File: src/rtl/axis_bram_dac_player.sv
// Loops a block-RAM waveform out as an AXI4-Stream of signed DAC sample pairs.
// Address register -> 1-cycle BRAM -> 2-entry skid buffer with registered AXIS outputs.
module axis_bram_dac_player #(
    parameter int AXIS_TDATA_WIDTH = 32,
    parameter int BRAM_DATA_WIDTH  = 32,
    parameter int BRAM_ADDR_WIDTH  = 16,
    parameter int CNTR_WIDTH       = 16
) (
    input  logic                        aclk,
    input  logic                        areset,
    input  logic [BRAM_ADDR_WIDTH-1:0]  cfg_length,
    input  logic [CNTR_WIDTH-1:0]       cfg_cycles,
    input  logic                        start,
    input  logic                        stop,
    output logic                        sts_busy,
    output logic [CNTR_WIDTH-1:0]       sts_loops,
    output logic                        bram_porta_clk,
    output logic                        bram_porta_rst,
    output logic [BRAM_ADDR_WIDTH-1:0]  bram_porta_addr,
    input  logic [BRAM_DATA_WIDTH-1:0]  bram_porta_rddata,
    output logic [AXIS_TDATA_WIDTH-1:0] m_axis_tdata,
    output logic                        m_axis_tvalid,
    input  logic                        m_axis_tready,
    output logic                        m_axis_tlast
);

    localparam logic [BRAM_ADDR_WIDTH-1:0] ADDR_ONE = 1;
    localparam logic [CNTR_WIDTH-1:0]      CNT_ONE  = 1;

    typedef enum logic [1:0] {IDLE, RUN, DRAIN} state_t;

    state_t                        state_q;
    logic [BRAM_ADDR_WIDTH-1:0]    addr_q, len_q, addr_d;
    logic [CNTR_WIDTH-1:0]         cycles_q, loops_q, loops_d;
    logic                          rd_pend_q, rd_last_q;
    logic [AXIS_TDATA_WIDTH-1:0]   out_data_q, skid_data_q;
    logic                          out_valid_q, out_last_q;
    logic                          skid_valid_q, skid_last_q;

    logic       pop, push, flush, at_end, final_loop, issue;
    logic [1:0] used;

    always_comb begin
        pop        = out_valid_q && m_axis_tready;
        push       = rd_pend_q;
        flush      = (state_q != IDLE) && stop;
        // Buffer entries plus the read in flight must leave room for one more,
        // counting the slot freed by this cycle's handshake.
        used       = {1'b0, out_valid_q} + {1'b0, skid_valid_q} + {1'b0, rd_pend_q};
        at_end     = (addr_q == len_q - ADDR_ONE);
        final_loop = (cycles_q != '0) && ((loops_q + CNT_ONE) == cycles_q);
        issue      = (state_q == RUN) && !stop && (used <= (pop ? 2'd2 : 2'd1));
        addr_d     = at_end ? '0 : addr_q + ADDR_ONE;
        loops_d    = ((cycles_q == '0) && (loops_q == '1)) ? loops_q : loops_q + CNT_ONE;
    end

    always_ff @(posedge aclk) begin
        if (areset) begin
            state_q   <= IDLE;
            addr_q    <= '0;
            len_q     <= '0;
            cycles_q  <= '0;
            loops_q   <= '0;
            rd_pend_q <= 1'b0;
            rd_last_q <= 1'b0;
        end else begin
            rd_pend_q <= issue;
            rd_last_q <= issue && at_end;
            case (state_q)
                IDLE: begin
                    if (start && !stop && (cfg_length != '0)) begin
                        state_q  <= RUN;
                        len_q    <= cfg_length;
                        cycles_q <= cfg_cycles;
                        addr_q   <= '0;
                        loops_q  <= '0;
                    end
                end
                RUN: begin
                    if (stop) begin
                        state_q <= IDLE;
                        addr_q  <= '0;
                    end else if (issue) begin
                        addr_q <= addr_d;
                        if (at_end) begin
                            loops_q <= loops_d;
                            if (final_loop) state_q <= DRAIN;
                        end
                    end
                end
                DRAIN: begin
                    if (stop || (!out_valid_q && !skid_valid_q && !rd_pend_q)) begin
                        state_q <= IDLE;
                        addr_q  <= '0;
                    end
                end
                default: state_q <= IDLE;
            endcase
        end
    end

    // Skid buffer: the output register refills from the skid entry first so order is kept.
    always_ff @(posedge aclk) begin
        if (areset) begin
            out_data_q   <= '0;
            out_last_q   <= 1'b0;
            out_valid_q  <= 1'b0;
            skid_data_q  <= '0;
            skid_last_q  <= 1'b0;
            skid_valid_q <= 1'b0;
        end else if (flush) begin
            out_valid_q  <= 1'b0;
            out_last_q   <= 1'b0;
            skid_valid_q <= 1'b0;
        end else if (!out_valid_q || pop) begin
            if (skid_valid_q) begin
                out_data_q   <= skid_data_q;
                out_last_q   <= skid_last_q;
                out_valid_q  <= 1'b1;
                skid_valid_q <= push;
                skid_data_q  <= bram_porta_rddata;
                skid_last_q  <= rd_last_q;
            end else begin
                out_valid_q <= push;
                out_last_q  <= push && rd_last_q;
                if (push) out_data_q <= bram_porta_rddata;
            end
        end else if (push) begin
            skid_valid_q <= 1'b1;
            skid_data_q  <= bram_porta_rddata;
            skid_last_q  <= rd_last_q;
        end
    end

    assign sts_busy        = (state_q != IDLE);
    assign sts_loops       = loops_q;
    assign bram_porta_clk  = aclk;
    assign bram_porta_rst  = areset;
    assign bram_porta_addr = addr_q;
    assign m_axis_tdata    = out_data_q;
    assign m_axis_tvalid   = out_valid_q;
    assign m_axis_tlast    = out_last_q;

endmodule

File: config.mk
export PLATFORM = sky130hd
export DESIGN_NAME = axis_bram_dac_player
export DESIGN_NICKNAME = d
export VERILOG_FILES = /design/src/rtl/axis_bram_dac_player.sv
export SDC_FILE = /design/constraint.sdc
export NUM_CORES = 1
export LEC_CHECK = 0
export ABC_AREA = 1
export BUFFER_PORTS_ARGS = -buffer_cell sky130_fd_sc_hd__buf_2
export CAP_MARGIN = 15
export CELL_PAD_IN_SITES_DETAIL_PLACEMENT = 0
export CELL_PAD_IN_SITES_GLOBAL_PLACEMENT = 1
export CORE_MARGIN = 4
export CORE_UTILIZATION = 39
export DETAILED_ROUTE_END_ITERATION = 8
export PLACE_DENSITY = 0.8
export SLEW_MARGIN = 15
export SYNTH_ARGS = -nofsm -noshare
export SYNTH_HDL_FRONTEND = slang
export SYNTH_SLANG_ARGS = --single-unit
File: constraint.sdc
create_clock -name aclk -period 3 [get_ports aclk]
set_input_delay 0.6 -clock aclk [delete_from_list [all_inputs] [get_ports aclk]]
set_output_delay 0.6 -clock aclk [all_outputs]
set_load 0.005 [all_outputs]
==> results by group <==
Status
  • Outcome: completed

Logic synthesis
  • Post-synth top flop: dfxtp_1
  • #FFs+latches synth: 136
  • Cells after Synth: 1162
  • Mean cell area of the mapped netlist: 6.31 sq um
  • Distinct cells, synth: 36
  • Synth warn: 0
  • Sequential fraction of the synthesis area: 0.371
  • Post-synth ARST share: 0
  • Post-synth EDFFs: 0
  • Syn Std Cell Area: 0.00733 sq mm
  • Synthesized Nets: 1237
  • Synth top area cells: dfxtp_1 37%, nand2_1 16%, nor2_1 11%, o21ai_0 7.3%, inv_1 5.1%
  • Area leader, netlist: dfxtp_1
  • Post-synth top area share: 0.371

STA
  • Fmax achieved: 0.380 GHz
  • Final hold vios: 0
  • Worst Max-Slew Pin Slew: 737 ps
  • Hold slack final: 308 ps
  • RSZ-0062 raised after global routing: no
  • Final Max Tran Viols: 0
  • Period minus WS final: 2630 ps
  • Final setup violation count: 0
  • Clk_skew: 9.20 ps
  • Period utilization: 0.876
  • Final TNS setup: 0 ps
  • Worst slew margin: 0.507

Finish
  • Number of diodes: 0
  • NumNets Final: 1364
  • Share of layout cells above drive strength 1: 0.175
  • Layout Area Growth over Synthesis: 21.8%

Critical path
  • WP data arrival: 3030 ps
  • Critical Path Start: len_q[0]$_SDFFE_PP0P_
  • Reg-to-Reg End: bram_porta_addr[13]$_SDFFE_PP0P_
  • Critical Path Sink: bram_porta_addr[13]$_SDFFE_PP0P_
  • R2r startpoint: len_q[0]$_SDFFE_PP0P_
  • Reg2Reg Depth: 13
  • Crit path kind: reg2reg
  • Worst setup EP type: register
  • Crit Path Max Fanout: 15
  • Worst path required time: 3410 ps
  • FF-to-FF setup slack: 370 ps
  • Startpoint Class: register

Global route
  • Overflow after GRT: 0
  • Initial antenna violation count: 2
  • Vias in the first global route: 7134
  • Largest net degree at the start of global routing: 74
  • GRT Util Overall: 0.208
  • First-pass GRT wire length: 36.2 mm

Drt
  • First DRT Iteration DRCs: 377
  • Final ANT Viol Nets: 0
  • Vias per cell: 4.95
  • DR WL/cell: 14.2 microns
  • # DRC: 0
  • Via count: 7582
  • Drt first pass iters: 5
  • WL final: 21.8 mm

Die
  • Core Area: 0.0182 sq mm
  • Die width: 145 microns
  • # rows: 49
  • Initial core utilization: 0.403
  • Die Ht: 145 microns
  • Ports: 138
  • Full die area: 0.0211 sq mm

Min path
  • Worst hold path class: in2reg

Placed design
  • I/O Buffers: 137
  • Post-DP HPWL: 15.6 mm
  • RD Place Congestion: 0.879

Pwr
  • Leakage: 4.18 nW
  • Peak supply drop: 0.515 mV
  • Pwr dens: 572 mW/mm^2

Clocking
  • # Post-CTS Setup Buffers: 0
  • Worst-Skew Late Latency: 540 ps
  • TritonCTS clock tree: done
  • Worst-path clk slew: 70 ps

Flow run
  • Max cap viols: 0
## cell usage in the layout, fill, tap and decap left out, drive strengths merged, types with 9 or more instances in the layout
master | netlist | final
nand2 | 330 | 330
nor2 | 228 | 228
buf | 12 | 150
dfxtp | 136 | 136
inv | 106 | 114
o21ai | 108 | 108
nand3 | 72 | 72
a31oi | 32 | 32
a21oi | 30 | 30
nand4 | 26 | 26
clkbuf | 33 | 20
xor2 | 10 | 10
clkinv | 5 | 10
nor3 | 9 | 9
xnor2 | 9 | 9
## through the flow
step / utilization / power (mW) / std cells / instance area, sq um / setup WS (ps)
floorplan: - / 2.55 / 1162 / 7330 / 556
global placement: 0.452 / 2.80 / 1496 / 8230 / 166
detailed placement: 0.452 / 2.80 / 1496 / 8230 / 137
CTS: 0.490 / 5.16 / 1531 / 8910 / 136
global route: 0.490 / 5.38 / 1531 / 8930 / 44.2
finish: 0.490 / 5.11 / 1531 / 8930 / 372
## cells in the mapped netlist (2+ instances only)
master and instances:
xor2_1 10, nor3_1 9, buf_4 2, nand2_1 313, clkinv_1 4, inv_1 99
nor2_1 217, nand3_4 2, clkbuf_1 33, xnor2_1 9, nand2_2 16, a31oi_1 32
nand3_1 69, a21oi_1 30, nor2_2 9, nand3b_1 5, buf_2 3, inv_2 7
dfxtp_1 136, nand4_1 25, buf_1 6, o21ai_0 107, ha_1 5, nor3b_1 2
## worst max-delay path: stages (launching register included)
cell     delay (ps)
dfxtp_1         330
inv_1           160
ha_1            290
nand2_1         160
nor2_1          230
nand3_1         100
nand2_1          70
nand3_1          80
nor2_1          130
nand4_1         180
nand2_1         170
nand2_1          80
nand2_1         390
nor2_1          110
## repair_timing
action / in CTS / in global routing
resized for setup: 0 / 5
hold endpoints to repair: 0 / 0
setup endpoints to repair: 0 / 16
hold buffers: 0 / 0
## flip-flops by register name, summed over array words and instances (netlist names)
signal,cells
m_axis_tdata,32
skid_data_q,32
bram_porta_addr,16
cycles_q,16
len_q,16
sts_loops,16
state_q,2
m_axis_tlast,1
m_axis_tvalid,1
push,1
rd_last_q,1
skid_last_q,1
skid_valid_q,1
## cell families after synthesis
| group | count (synthesis) | synth area share |
|---|---|---|
| compound gates | 171 | 0.123 |
| xor+xnor | 19 | 0.0227 |
| fa+ha+maj | 6 | 0.0113 |
| buf+inv | 156 | 0.0826 |
| flops | 136 | 0.371 |
| simple gates | 674 | 0.390 |
## power by group
part | switching, mW | total [mW] | internal, mW | leakage [nW]
registers | 0.0810 | 1.96 | 1.88 | 1.11
clock network | 0.987 | 2.36 | 1.37 | 0.336
logic | 0.499 | 0.787 | 0.287 | 2.74
total | 1.57 | 5.11 | 3.54 | 4.18
## layer usage
| metal | GRT usage | up-vias | wire length (microns) |
|---|---|---|---|
| met3 | 0.0599 | 25 | 1430 |
| met4 | 0.0622 | 4 | 345 |
| met2 | 0.319 | 219 | 9420 |
| met5 | 0 | - | 26 |
| li1 | - | 3980 | - |
| met1 | 0.284 | 3354 | 10600 |
## cell type report
type | instances | area [sq um]
Clock buffer | 21 | 505
Clock inverter | 15 | 184
Fill cell | 1962 | 9280
Inverter | 111 | 420
Multi-Input combinational cell | 870 | 4020
Sequential cell | 136 | 2720
Tap cell | 229 | 287
Timing Repair Buffer | 149 | 791
## worst min path at each step
stage                                    end  slack, ps  cells past startpoint                         start
6_report              len_q[14]$_SDFFE_PP0P_        310                      3                cfg_length[14]
5_1_grt         skid_data_q[13]$_SDFFE_PP0P_        320                      3         bram_porta_rddata[13]
4_1_cts               len_q[14]$_SDFFE_PP0P_        300                      3                cfg_length[14]
3_5_place_dp   m_axis_tdata[30]$_SDFFE_PP0P_        460                      2  skid_data_q[30]$_SDFFE_PP0P_
3_3_place_gp   m_axis_tdata[22]$_SDFFE_PP0P_        460                      2  skid_data_q[22]$_SDFFE_PP0P_
2_1_floorplan  m_axis_tdata[20]$_SDFFE_PP0P_        450                      2  skid_data_q[20]$_SDFFE_PP0P_
No activity file was read; power rests on OpenSTA's default activity.
